## src/rtl/eight_bit_univ_sr_pkg.sv

```systemverilog
// Shared mode encodings for the universal shift register.
package eight_bit_univ_sr_pkg;

  typedef logic [1:0] sr_mode_t;

  localparam sr_mode_t MODE_HOLD = 2'b00;
  localparam sr_mode_t MODE_SHR  = 2'b01;
  localparam sr_mode_t MODE_SHL  = 2'b10;
  localparam sr_mode_t MODE_LOAD = 2'b11;

endpackage

```

## src/rtl/eight_bit_univ_sr_bit_cell.sv

```systemverilog
// One register bit: a flop fed by a 4:1 mux over hold / left / right / parallel.
module sr_bit_cell
  import eight_bit_univ_sr_pkg::*;
(
  input  logic     clk,
  input  logic     rst_n,
  input  sr_mode_t mode,
  input  logic     self_bit,
  input  logic     left_nb,
  input  logic     right_nb,
  input  logic     par_bit,
  output logic     q
);

  logic d;

  // Any unmatched mode (including X/Z in simulation) falls through to hold.
  always_comb begin
    d = self_bit;
    case (mode)
      MODE_SHR:  d = left_nb;
      MODE_SHL:  d = right_nb;
      MODE_LOAD: d = par_bit;
      default:   d = self_bit;
    endcase
  end

  always_ff @(posedge clk or negedge rst_n) begin
    if (!rst_n) q <= 1'b0;
    else        q <= d;
  end

endmodule

```

## src/rtl/eight_bit_univ_sr.sv

```systemverilog
// Universal shift register: hold / shift right / shift left / parallel load.
// Optional SR_ROTATE_EN adds a rotate input that wraps the boundary bits.
module eight_bit_univ_sr
  import eight_bit_univ_sr_pkg::*;
#(
  parameter int unsigned WIDTH = 8
) (
  input  logic             clk,
  input  logic             rst_n,
  input  logic             s0,
  input  logic             s1,
  input  logic [WIDTH-1:0] parallel_in,
  input  logic             shift_left_input,
  input  logic             shift_right_input,
`ifdef SR_ROTATE_EN
  input  logic             rotate,
`endif
  output logic [WIDTH-1:0] out
);

  sr_mode_t         mode;
  logic             msb_in;
  logic             lsb_in;
  logic [WIDTH-1:0] from_left;
  logic [WIDTH-1:0] from_right;

  assign mode = {s1, s0};

`ifdef SR_ROTATE_EN
  assign msb_in = rotate ? out[0]       : shift_right_input;
  assign lsb_in = rotate ? out[WIDTH-1] : shift_left_input;
`else
  assign msb_in = shift_right_input;
  assign lsb_in = shift_left_input;
`endif

  // Bit i's left neighbour is bit i+1 (used on shift right); right neighbour is bit i-1.
  assign from_left  = {msb_in, out[WIDTH-1:1]};
  assign from_right = {out[WIDTH-2:0], lsb_in};

  for (genvar i = 0; i < WIDTH; i++) begin : g_bit
    sr_bit_cell u_cell (
      .clk      (clk),
      .rst_n    (rst_n),
      .mode     (mode),
      .self_bit (out[i]),
      .left_nb  (from_left[i]),
      .right_nb (from_right[i]),
      .par_bit  (parallel_in[i]),
      .q        (out[i])
    );
  end

endmodule

```

## config.mk

```make
export PLATFORM = sky130hd
export DESIGN_NAME = eight_bit_univ_sr
export DESIGN_NICKNAME = d
export VERILOG_FILES = /design/src/rtl/eight_bit_univ_sr_pkg.sv /design/src/rtl/eight_bit_univ_sr_bit_cell.sv /design/src/rtl/eight_bit_univ_sr.sv
export SDC_FILE = /design/constraint.sdc
export NUM_CORES = 1
export LEC_CHECK = 0
export ABC_AREA = 1
export CAP_MARGIN = 10
export CORE_UTILIZATION = 25
export DETAILED_ROUTE_END_ITERATION = 7
export HOLD_SLACK_MARGIN = 0.08
export PLACE_DENSITY = 0.54
export SYNTH_ARGS = -nofsm -noshare
export SYNTH_HDL_FRONTEND = slang
export SYNTH_SLANG_ARGS = --single-unit
```

## constraint.sdc

```tcl
create_clock -name clk -period 2.2 [get_ports clk]
set_clock_uncertainty 0.15 [all_clocks]
set_input_delay 0.44 -clock clk [delete_from_list [all_inputs] [get_ports clk]]
set_output_delay 0.44 -clock clk [all_outputs]
set_load 0.02 [all_outputs]
```

**Word level (Yosys, flattened, before mapping)**

Index checks and enable logic that the tools add are counted.
W data, S select, Z words.

- Flip-flop bits (word level): 8
- Input bits: 14
- Output and inout bits: 8
- Word-level logic and storage cells: 20

- Equality and inequality tests: 3
- Mux-type cells: 8
- Reductions and logical operators: 1

Operators by type and width:

| cell | count |
|---|---|
| $pmux W1 S3 | 8 |
| $eq A2 B2 Y1 const B | 2 |
| $reduce_bool A3 Y1 | 1 |
| $eq A2 B1 Y1 const B | 1 |

**Depth between registers and ports, before layout**

- Word-level depth: 2
- Depth in mapped cells: 6
- Gate-level depth less buffers: 5

**Hierarchy**

Synthesis repeated with hierarchy kept, for this count alone.

- Cell total of the unflattened synthesis: 112
- Area total of the unflattened synthesis: 610.6 um^2

By module, submodules not included:

| module | instances | cells each | area an instance (um^2) | seq. area each (um^2) |
|---|---|---|---|---|
| sr_bit_cell | 8 | 14 | 76.3 | 25.0 |

**Least setup slack after synthesis**

No wires, ideal clock.

- Kind: input -> register
- Start: in s1
- End: reg g_bit[0].u_cell.q
- Arrival time: 937 ps
- Setup slack: 996 ps
- Stages on the path: 5
- Cells stage by stage: buf_6 > nor2_4 > inv_4 > nor2_1 > nor2_1

- Word-level cells in the longest chain between the ends: 2

Ends and longest elaborated chain:

| what | line | text |
|---|---|---|
| start: declaration | eight_bit_univ_sr.sv:11 | `input logic s1,` |
| $eq A2 B2 Y1 or $eq A2 B1 Y1 (tied branches) | eight_bit_univ_sr_bit_cell.sv:20 | `case (mode)` |
| $pmux W1 S3 or $reduce_bool A3 Y1 (tied branches) | - |  |
| end signal: assignment | eight_bit_univ_sr_bit_cell.sv:29 | `if (!rst_n) q <= 1'b0;` |
| end signal: assignment | eight_bit_univ_sr_bit_cell.sv:30 | `else q <= d;` |
| end: declaration | eight_bit_univ_sr_bit_cell.sv:12 | `output logic q` |

Parallel ways exist; a longest one is shown, timed or not.
A chain may end at the register's enable or synchronous reset.

**Final worst setup path**

- Start: reg g_bit[4].u_cell.q
- End: out out[4]

RTL lines:

| what | line | text |
|---|---|---|
| start: declaration | eight_bit_univ_sr_bit_cell.sv:12 |  |
| start signal: assignment | eight_bit_univ_sr_bit_cell.sv:29 |  |
| start signal: assignment | eight_bit_univ_sr_bit_cell.sv:30 |  |
| end: declaration | eight_bit_univ_sr.sv:18 | `output logic [WIDTH-1:0] out` |

No word-level cell between the ends.

==> run summary <==
• **detailed placement HPWL** 963 um
• **gr usage total** 12.0%
• **number of buffers on the longest clock path** 2
• **Reg with most FFs** g_bit.u_cell.q
• **global-route congestion overflow total** 0
• **number of distinct library cells after synthesis** 13
• **Worst Max-Slew Pin Slew** 0.562 ns
• **share of the synthesized netlist area taken by xor and xnor gates** 0%
• **Syn Std Cell Area** 577 um^2
• **commonest non-fill, non-tap cells in the layout** sky130_fd_sc_hd__nand2_1 (30), sky130_fd_sc_hd__nand3_1 (21), sky130_fd_sc_hd__clkdlybuf4s50_1 (21)
• **Max Cap Violations** 0
• **post-synthesis share of cell area spent on full adders, half adders and majority gates** 0%
• **worst endpoint data arrival time** 1.29 ns
• **endpoints failing setup** 0
• **via-per-instance ratio** 4.46
• **post-layout minimum cycle time** 1.88 ns
• **category of cells accounting for the largest share of critical-path delay** buffers and inverters
• **via count of the first global-routing pass** 496
• **core region area** 2190 um^2
• **ratio of cells with drive above 1 in the final layout** 10.6%
• **synthesized area divided by synthesized cell count** 7.21 um^2
• **H-tree levels** 1
• **Power Total** 473 uW
• **global placement routability congestion** 0.699
• **I/O pin count** 22
• **maximum vdd drop** 0.000251 V
• **clock buffers created by TritonCTS** 3
• **number of clock sinks** 8
• **leakage power total** 0.353 nW
• **maximum number of pins on one net before global-route repair** 19
• **total via count in the routed design** 544
• **syn nets** 94
• **clock transition time at the flip-flop clock pins of the worst setup and hold paths** 0.06 ns
• **root buf cell** sky130_fd_sc_hd__clkbuf_4
• **mux contribution to synthesized area** 0%
• **clock network latency to the later pin of the worst-skew pair** 0.26 ns
• **number of buffer cells added on primary ports** 21
• **delay of the slowest cell on the worst path** 0.62 ns
• **crit path kind** reg2out
• **sequential area share after synthesis** 34.7%
• **Synth Area in Compound Gates** 1.52%
• **floorplan die width** 50.0 um
• **yosys synthesis warning count** 0
• **number of register bits inferred by synthesis** 8
• **required time reported for the critical path endpoint** 1.61 ns
• **P per Cell Area** 626 nW/um^2
• **number of optimization iterations in the first detailed-route pass** 4
• **initial core utilization** 26.3%
• **register-to-register setup slack** 1.24 ns
• **CTS Hold Buffers Added** 0
• **number of antenna cells inserted** 0
• **Placement Rows** 17
• **number of antenna-violating nets in the routed design** 0
• **largest registers in the final layout** g_bit.u_cell.q x8
• **endpoint class of the critical path** output port
• **number of hold-slack violations in the final timing report** 0
• **aggregate negative setup slack** 0 ns
• **outcome** completed
• **most frequent standard cell in the layout excluding fill and tap cells** sky130_fd_sc_hd__nand2_1
• **DR WL/cell** 11.2 um
• **portion of the clock cycle consumed by the worst path in the final layout** 85.4%
• **global-route wire length before repair** 2210 um
• **path depth of the worst reg2reg path** 4
• **unrepaired setup endpoints after global routing** no
• **critical-path cell list** clkdlybuf4s50_1
• **Startpoint Class** register
• **type of the worst min-delay path** in2async
• **main combinational cell family by area after synthesis** simple AND/OR/NAND/NOR gates
• **post-route DRC violation count** 0
• **standard cell with the maximum stage delay on the critical path** sky130_fd_sc_hd__clkdlybuf4s50_1
• **Worst Path Max Fanout** 4
• **final max-slew violation count** 0
• **CTS-repair resized insts** 0
• **die outline height** 50.0 um
• **CTS tree** built
• **worst path buffer plus inverter count** 1
• **Reg-to-Reg Start** g_bit[4].u_cell.q
• **simple logic cell fraction of the synthesized area** 43.4%
• **Slew HR** 62.4%
• **initial detailed-routing violation count** 1
• **Synth-to-Final Area Change** 30.8%
• **Die Outline Area** 2500 um^2
• **number of flip-flops under the largest register name** 8
• **capturing point of the worst reg2reg path** g_bit[5].u_cell.q
• **number of standard cells after synthesis** 80
• **total setup buffers inserted after CTS** 0
• **final net count** 110
• **number of antenna violations at the first check in global routing** 0
• **final WL** 1370 um
• **maximum frequency from static timing analysis** 532 MHz
## power breakdown
group	switching [mW]	leakage, nW	internal, mW
Clock	0.0561	0.0138	0.0629
Sequential	0.0229	0.100	0.169
Combinational	0.0818	0.238	0.0801
## cells in the mapped netlist
cell type	n	area (um^2)
sky130_fd_sc_hd__nand3_2	1	10.0
sky130_fd_sc_hd__buf_4	8	60.1
sky130_fd_sc_hd__buf_6	2	22.5
sky130_fd_sc_hd__nand2_1	30	113
sky130_fd_sc_hd__inv_1	1	3.75
sky130_fd_sc_hd__nor2_1	3	11.3
sky130_fd_sc_hd__buf_8	1	15.0
sky130_fd_sc_hd__inv_2	1	3.75
sky130_fd_sc_hd__dfrtp_1	8	200
sky130_fd_sc_hd__inv_4	2	12.5
sky130_fd_sc_hd__nand3_1	21	105
sky130_fd_sc_hd__a21oi_2	1	8.76
sky130_fd_sc_hd__nor2_4	1	11.3
## cells by family (layout without fill, tap and decap cells)
| group | count (synthesis) | in the layout |
|---|---|---|
| flip-flops | 8 | 8 |
| AND/OR/NAND/NOR | 56 | 56 |
| AO/OA/AOI/OAI | 1 | 1 |
| buffers and inverters | 15 | 29 |
## worst max-delay path by stage
stage	startpoint	end	slack [ns]	cells past startpoint
final	g_bit[4].u_cell.q	out[4]	0.32	1
after global routing	g_bit[1].u_cell.q	out[1]	0.27	1
after CTS	g_bit[4].u_cell.q	out[4]	0.32	1
after detailed placement	s0	g_bit[0].u_cell.q	0.23	5
after global placement	s0	g_bit[0].u_cell.q	0.28	5
after floorplan	s1	g_bit[0].u_cell.q	1.0	5
## per-stage QoR
step	setup WS [ns]	area [um^2]	utilization, %	hold slack, ns	std cells
floorplan	0.996	577	-	-0.00559	80
global placement	0.285	732	33.4	0.365	119
detailed placement	0.233	732	33.4	0.366	119
CTS	0.322	754	34.4	0.333	122
global route	0.275	754	34.4	0.347	122
finish	0.320	754	34.4	0.313	122
## metal layers
| layer | wire [um] | up-vias | track usage, % |
|---|---|---|---|
| met5 | 0 | - | 0 |
| met4 | 42 | 0 | 8.57 |
| met3 | 70 | 5 | 2.16 |
| met2 | 629 | 18 | 17.6 |
| met1 | 623 | 238 | 15.5 |
| li1 | - | 283 | - |
## cell type report
class,count,area [um^2]
Clock buffer,3,22.5
Fill cell,236,1440
Inverter,4,20.0
Multi-Input combinational cell,57,259
Sequential cell,8,200
Tap cell,28,35.0
Timing Repair Buffer,22,218
Power figures use the tool's default switching activity.
